File: src/rtl/serial_sub_ctrl.sv
// Bit-serial subtractor: computes a - b - bin one bit per clock, LSB first,
// through a single full-subtractor cell under a three-state controller.
module serial_sub_ctrl #(
    parameter int WIDTH = 8
) (
    input  logic             clk,
    input  logic             rst_n,
    input  logic             start,
    input  logic [WIDTH-1:0] a,
    input  logic [WIDTH-1:0] b,
    input  logic             bin,
    output logic             busy,
    output logic             done,
    output logic [WIDTH-1:0] diff,
    output logic             barrow,
    output logic             zero
);

    // state | meaning
    // IDLE  | waiting for start; operands captured on the accepting edge
    // RUN   | one result bit per cycle, index idx, borrow carried in brw
    // DONE  | one-cycle done pulse; always returns to IDLE
    typedef enum logic [1:0] {
        IDLE = 2'd0,
        RUN  = 2'd1,
        DONE = 2'd2
    } state_t;

    localparam int IW = $clog2(WIDTH) + 1;

    state_t           state;
    state_t           state_nxt;
    logic [WIDTH-1:0] a_sh;
    logic [WIDTH-1:0] b_sh;
    logic [WIDTH-1:0] res;
    logic [WIDTH-1:0] res_nxt;
    logic [WIDTH-1:0] mask;
    logic [IW-1:0]    idx;
    logic             brw;
    logic             x;
    logic             y;
    logic             d;
    logic             bo;
    logic             last;

    // The single full-subtractor cell; operand bit idx sits at bit 0 of each shifter.
    always_comb begin
        x       = a_sh[0];
        y       = b_sh[0];
        d       = x ^ y ^ brw;
        bo      = (~x & y) | (~(x ^ y) & brw);
        mask    = WIDTH'(1) << idx;
        res_nxt = d ? (res | mask) : (res & ~mask);
        last    = (idx == IW'(WIDTH - 1));
    end

    always_ff @(posedge clk) begin
        if (!rst_n) begin
            state <= IDLE;
        end else begin
            state <= state_nxt;
        end
    end

    always_comb begin
        state_nxt = state;
        busy      = 1'b0;
        done      = 1'b0;
        case (state)
            IDLE: begin
                if (start) begin
                    state_nxt = RUN;
                end
            end
            RUN: begin
                busy = 1'b1;
                if (last) begin
                    state_nxt = DONE;
                end
            end
            DONE: begin
                done      = 1'b1;
                state_nxt = IDLE;
            end
            default: begin
                state_nxt = IDLE;
            end
        endcase
    end

    // Published outputs only move on the RUN -> DONE edge, so they stay stable during a run.
    always_ff @(posedge clk) begin
        if (!rst_n) begin
            a_sh   <= '0;
            b_sh   <= '0;
            brw    <= 1'b0;
            idx    <= '0;
            res    <= '0;
            diff   <= '0;
            barrow <= 1'b0;
            zero   <= 1'b1;
        end else begin
            case (state)
                IDLE: begin
                    if (start) begin
                        a_sh <= a;
                        b_sh <= b;
                        brw  <= bin;
                        idx  <= '0;
                        res  <= '0;
                    end
                end
                RUN: begin
                    a_sh <= a_sh >> 1;
                    b_sh <= b_sh >> 1;
                    brw  <= bo;
                    res  <= res_nxt;
                    if (last) begin
                        idx    <= '0;
                        diff   <= res_nxt;
                        barrow <= bo;
                        zero   <= (res_nxt == '0);
                    end else begin
                        idx <= idx + IW'(1);
                    end
                end
                default: begin
                end
            endcase
        end
    end

endmodule

File: config.mk
export PLATFORM = sky130hd
export DESIGN_NAME = serial_sub_ctrl
export DESIGN_NICKNAME = d
export VERILOG_FILES = /design/src/rtl/serial_sub_ctrl.sv
export SDC_FILE = /design/constraint.sdc
export NUM_CORES = 1
export LEC_CHECK = 0
export BUFFER_PORTS_ARGS = -buffer_cell sky130_fd_sc_hd__clkbuf_2
export CORE_ASPECT_RATIO = 1.2
export CORE_MARGIN = 1.5
export CORE_UTILIZATION = 25
export CTS_CLUSTER_DIAMETER = 150
export DETAILED_ROUTE_END_ITERATION = 10
export HOLD_SLACK_MARGIN = 0.06
export PLACE_DENSITY = 0.47
export SLEW_MARGIN = 20
export SYNTH_ARGS = -nofsm -noshare
export SYNTH_HDL_FRONTEND = slang
export SYNTH_SLANG_ARGS = --single-unit
export TNS_END_PERCENT = 1
File: constraint.sdc
create_clock -name clk -period 1.85 [get_ports clk]
set_input_delay 0.37 -clock clk [delete_from_list [all_inputs] [get_ports clk]]
set_output_delay 0.37 -clock clk [all_outputs]
set_load 0.03 [all_outputs]
Word level (Yosys, flattened, before mapping)

Index checks and enable logic that the tools add are counted.
Widths: inputs -> output; s select.

Output and inout bits: 12
Word-level logic and storage cells: 49
Register bits after elaboration: 41
Input port bits: 20

Add/sub/neg operators: 1
Equality and inequality tests: 5
Shifts and indexed selects: 1
Reductions and logical operators: 6
Bitwise gates (word level): 10
Multiplexer cells: 17

Operators with widths:

| kind                | number |
|---|---|
| $pmux 8 s2          | 3 |
| $mux 8              | 4 |
| $and 8x8->8         | 1 |
| $logic_not 8->1     | 1 |
| $mux 4              | 2 |
| $not 8->8           | 1 |
| $or 8x8->8          | 1 |
| $pmux 4 s2          | 1 |
| $shl 1x4->8 const A | 1 |
| $reduce_and 2->1    | 3 |
| $add 4x1->4 const B | 1 |
| $eq 4x3->1 const B  | 1 |
| $mux 2              | 2 |
| $ne 2x2->1 const B  | 2 |
| $pmux 2 s2          | 1 |
| $mux 1              | 3 |
| $and 1x1->1         | 2 |
| $eq 2x1->1 const B  | 1 |
| $eq 2x2->1 const B  | 1 |
| $logic_not 2->1     | 1 |
| $not 1->1           | 2 |
| $pmux 1 s2          | 1 |
| $reduce_bool 2->1   | 1 |
| $xor 1x1->1         | 2 |
| $or 1x1->1          | 1 |

Logic depth before layout (Yosys ltp)

Depth after elaboration: 5
Mapped depth: 7

Worst setup path after synthesis

OpenSTA, ideal clock, no wires.

Kind: reg2reg
Start point: register idx[0]
End point: register zero
Data arrival time: 1.513 ns
Cell stages (with the launch flop): 7
Setup slack: 0.241 ns
Setup time: 0.095 ns
Cells stage by stage: dfxtp_1 > ha_1 > ha_1 > nor2b_1 > mux2i_1 > nand3_1 > o311ai_1

Cells in the longest elaborated chain, start to end: 5
Elaborated cells on any way between the ends: 8
Those cells by class: eq/ne (1); shift (1); mux (1); bitwise (3); reduce/logical (2)

Ends and longest elaborated chain:

| what                     | line | source |
|---|---|---|
| start: declaration       | 38   | `logic [IW-1:0] idx;` |
| start signal: assignment | 124  | `idx <= idx + IW'(1);` |
| $shl 1x4->8              | 52   | `mask = WIDTH'(1) << idx;` |
| $not 8->8                | 53   | `res_nxt = d ? (res \| mask) : (res & ~mask);` |
| $and 8x8->8              | 53   |  |
| $mux 8                   | 53   |  |
| $logic_not 8->1          | 122  | `zero <= (res_nxt == '0);` |
| end signal: assignment   | 122  |  |
| end: declaration         | 16   | `output logic zero` |

Several ways; a longest one is shown, not always the timed one.
A chain may end at the register's enable or synchronous reset.

Worst setup path after layout

Start point: register brw
End point: register zero

Cells in the longest elaborated chain, start to end: 3

Ends and longest elaborated chain:

| what                     | line | source |
|---|---|---|
| start: declaration       | 39   | `logic brw;` |
| start signal: assignment | 108  | `brw <= bin;` |
| start signal: assignment | 116  | `brw <= bo;` |
| $xor 1x1->1              | 50   | `d = x ^ y ^ brw;` |
| $mux 8                   | 53   |  |
| $logic_not 8->1          | 122  |  |

Every way passes these cells.

==> results.json <==
{
  "io_pins": 32,
  "synth_top_area_cell": "dfxtp_1",
  "first_pass_iters": 4,
  "status": "completed",
  "syn-cell-area_um2": 2040,
  "max_freq_ghz": 0.550,
  "hold_class": "in2reg",
  "clk_latency_ns": 0.28,
  "post-route-period-util_pct": 98.2,
  "place_area_um2": 2270,
  "fin_skew_ns": 0.00330,
  "place_inst": 349,
  "worst_hold_slack_ns": 0.325,
  "reg2reg_depth": 5,
  "grt_pass1_vias": 1625,
  "die_w_um": 85.4,
  "r2r_start": "brw",
  "diodes": 0,
  "total_power_uw": 1800,
  "synth_mux_area_share_pct": 4.49,
  "layoutNonFillerInstCount": 356,
  "gr-usage-all-layers_pct": 10.8,
  "start_util_pct": 26.1,
  "dieArea_um2": 8700,
  "synthTopCellsByCount": "42 x nand2_1, 41 x dfxtp_1, 21 x nor2_1, 13 x o21ai_0, 12 x a311oi_1",
  "grt_pass1_wl_um": 7550,
  "ys.warnings.count": 0,
  "synth_cell_types": 38,
  "cts_buffers": 5,
  "ys_ff_latch": 41,
  "drive_gt1_share_pct": 26.5,
  "yosysMostFrequentCell": "nand2_1",
  "hold_violations": 0,
  "ys_seq_area_share_pct": 40.3,
  "worstPathRequired_ns": 2.03,
  "wire_per_inst_um": 12.7,
  "crit_type": "reg2reg",
  "via_count": 1690,
  "grt_max_degree": 27,
  "clk_pin_slew_ns": 0.07,
  "leakagePower_uw": 0.00107,
  "p_clk_share_pct": 32.5,
  "drc": 0,
  "final_nets": 292,
  "synth_fa_ha_area_share_pct": 5.65,
  "synth_top_area_share_pct": 40.3,
  "synth_xor_area_share_pct": 0,
  "place_hpwl_um": 3110,
  "syn_nets": 260,
  "io_buffers": 31,
  "rrSetupSlack_ns": 0.03,
  "synth_area_leaders": "dfxtp_1 40%, nand2_1 7.7%, a311oi_1 5.2%",
  "async_flop_share_pct": 0,
  "hold_end": "b_sh[0]",
  "ant_nets": 0,
  "worstHoldStart": "b[0]",
  "dp_worst_setup_slack_ns": 0.104,
  "num_rows": 35,
  "grt_overflow_total": 0,
  "vias_per_cell": 4.75,
  "p_comb_share_pct": 14.7,
  "area_growth_syn_to_layout_pct": 21.1,
  "synth_ff_type": "dfxtp_1",
  "clock_sinks": 41,
  "timing.final.crit_period_ns": 1.82,
  "ir_drop_v": 0.000398,
  "syn_area_per_cell_um2": 8.77,
  "slew_violations": 0,
  "endpoint_kind": "register",
  "drtIter0Drc": 42,
  "layout_setup_ws_ns": 0.0332,
  "internal_power_uw": 1320,
  "yosys.area_share.simple_pct": 24.2,
  "crit_fanout": 7,
  "wirelength_um": 4520,
  "p_per_area_nw_per_um2": 729,
  "slew_headroom_pct": 70.7,
  "synth_compound_area_share_pct": 18.0,
  "maxCapViolCount": 0,
  "syn_inst": 232,
  "net-switching-power_uw": 472,
  "cts_max_level": 2,
  "swShare_pct": 26.3,
  "seqPwrFrac_pct": 52.9,
  "cp.arrival_ns": 2.00,
  "die_y_um": 102,
  "coreArea_um2": 7790,
  "synth_top_family_by_area": "simple AND/OR/NAND/NOR gates",
  "hold_depth": 3,
  "antenna_found_initial": 0,
  "hold_buffers": 0,
  "worstMarginPinSlew_ns": 0.438,
  "postLayoutCellArea_um2": 2460,
  "rr_endpoint": "zero",
  "synth_edf_count": 0,
  "cts_tree": "yes",
  "setup_viol": 0,
  "cts_buffer_depth": 2,
  "root_buffer": "clkbuf_8",
  "start_kind": "register",
  "finalWeightedCongestion": 0.739
}
[metrics by stage]
stage / TNS, ns / util, %
after global routing: -0.0732 / 31.6
final: 0 / 31.6
after global placement: 0 / 29.1
after floorplan: 0 / -
after detailed placement: 0 / 29.1
after CTS: 0 / 30.2
[power groups by stage]
stage	registers, uW	clock network, uW	logic [uW]
after floorplan	960	0	164
after global placement	967	0	227
after detailed placement	967	0	228
after CTS	947	615	229
after global routing	956	646	294
final	949	583	263
[flip-flops by register name, summed over array words and instances, names as in the netlist]
register,count
a_sh,8
b_sh,8
diff,8
res,8
idx,4
state,2
barrow,1
brw,1
zero,1
[worst max path at each step]
stage / start / to / slack (ns) / cells after the start
detailed placement: b_sh[0] / zero / 0.10 / 5
global route: a_sh[0] / zero / -0.07 / 4
CTS: state[0] / busy / 0.08 / 3
finish: brw / zero / 0.03 / 5
floorplan: idx[0] / zero / 0.24 / 6
global placement: b_sh[0] / zero / 0.14 / 5
[final cells by class]
type                            instances  area, um^2
Multi-Input combinational cell        164        1170
Clock buffer                            7        86.3
Tap cell                               92         115
Inverter                               12        46.3
Fill cell                             843        5330
Timing Repair Buffer                   40         223
Sequential cell                        41         826
[layout by cell type, fill, tap and decap left out, types with 2 or more instances in the layout]
| cell type | instances |
|---|---|
| nand2_1 | 42 |
| dfxtp_1 | 37 |
| clkbuf_2 | 31 |
| nor2_1 | 21 |
| o21ai_0 | 13 |
| a311oi_1 | 12 |
| and2_1 | 11 |
| inv_1 | 10 |
| buf_4 | 9 |
| a211oi_1 | 6 |
| a21oi_1 | 6 |
| mux2i_4 | 6 |
| ha_1 | 6 |
| clkbuf_8 | 6 |
| nor2b_1 | 5 |
| o211a_1 | 5 |
| dfxtp_2 | 4 |
| nor3b_2 | 3 |
| nand3b_1 | 3 |
| o221ai_1 | 2 |
| nor2b_2 | 2 |
| nand3_1 | 2 |
| a22oi_1 | 2 |
[cell families after synthesis]
logic type	count (synthesis)
AND/OR/NAND/NOR	96
AO/OA/AOI/OAI	51
flip-flops	41
buffers and inverters	27
multiplexers	9
adder cells (fa/ha/maj)	8
[routing by layer]
metal / wire length (um) / track usage, % / part of all wire [%] / vias to the layer above
li1: - / - / - / 857
met1: 2070 / 12.8 / 46 / 797
met2: 2230 / 19.4 / 49 / 30
met3: 149 / 2.42 / 3.3 / 6
met4: 74 / 3.72 / 1.6 / 0
met5: 0 / 0 / 0 / -
[timing repair]
item | in CTS | in global routing
buffers inserted | 0 | 0
pin swaps | 0 | 3
cloned | 0 | 0
gates resized for setup | 1 | 24
setup endpoints to repair | 1 | 2
[critical path: stages, from the launching register on]
cell and delay [ns]:
dfxtp_2 0.35, inv_2 0.05, fa_2 0.60, mux2i_2 0.25, nand4_1 0.17, o311ai_2 0.31
(Power assumes the default switching activity.)
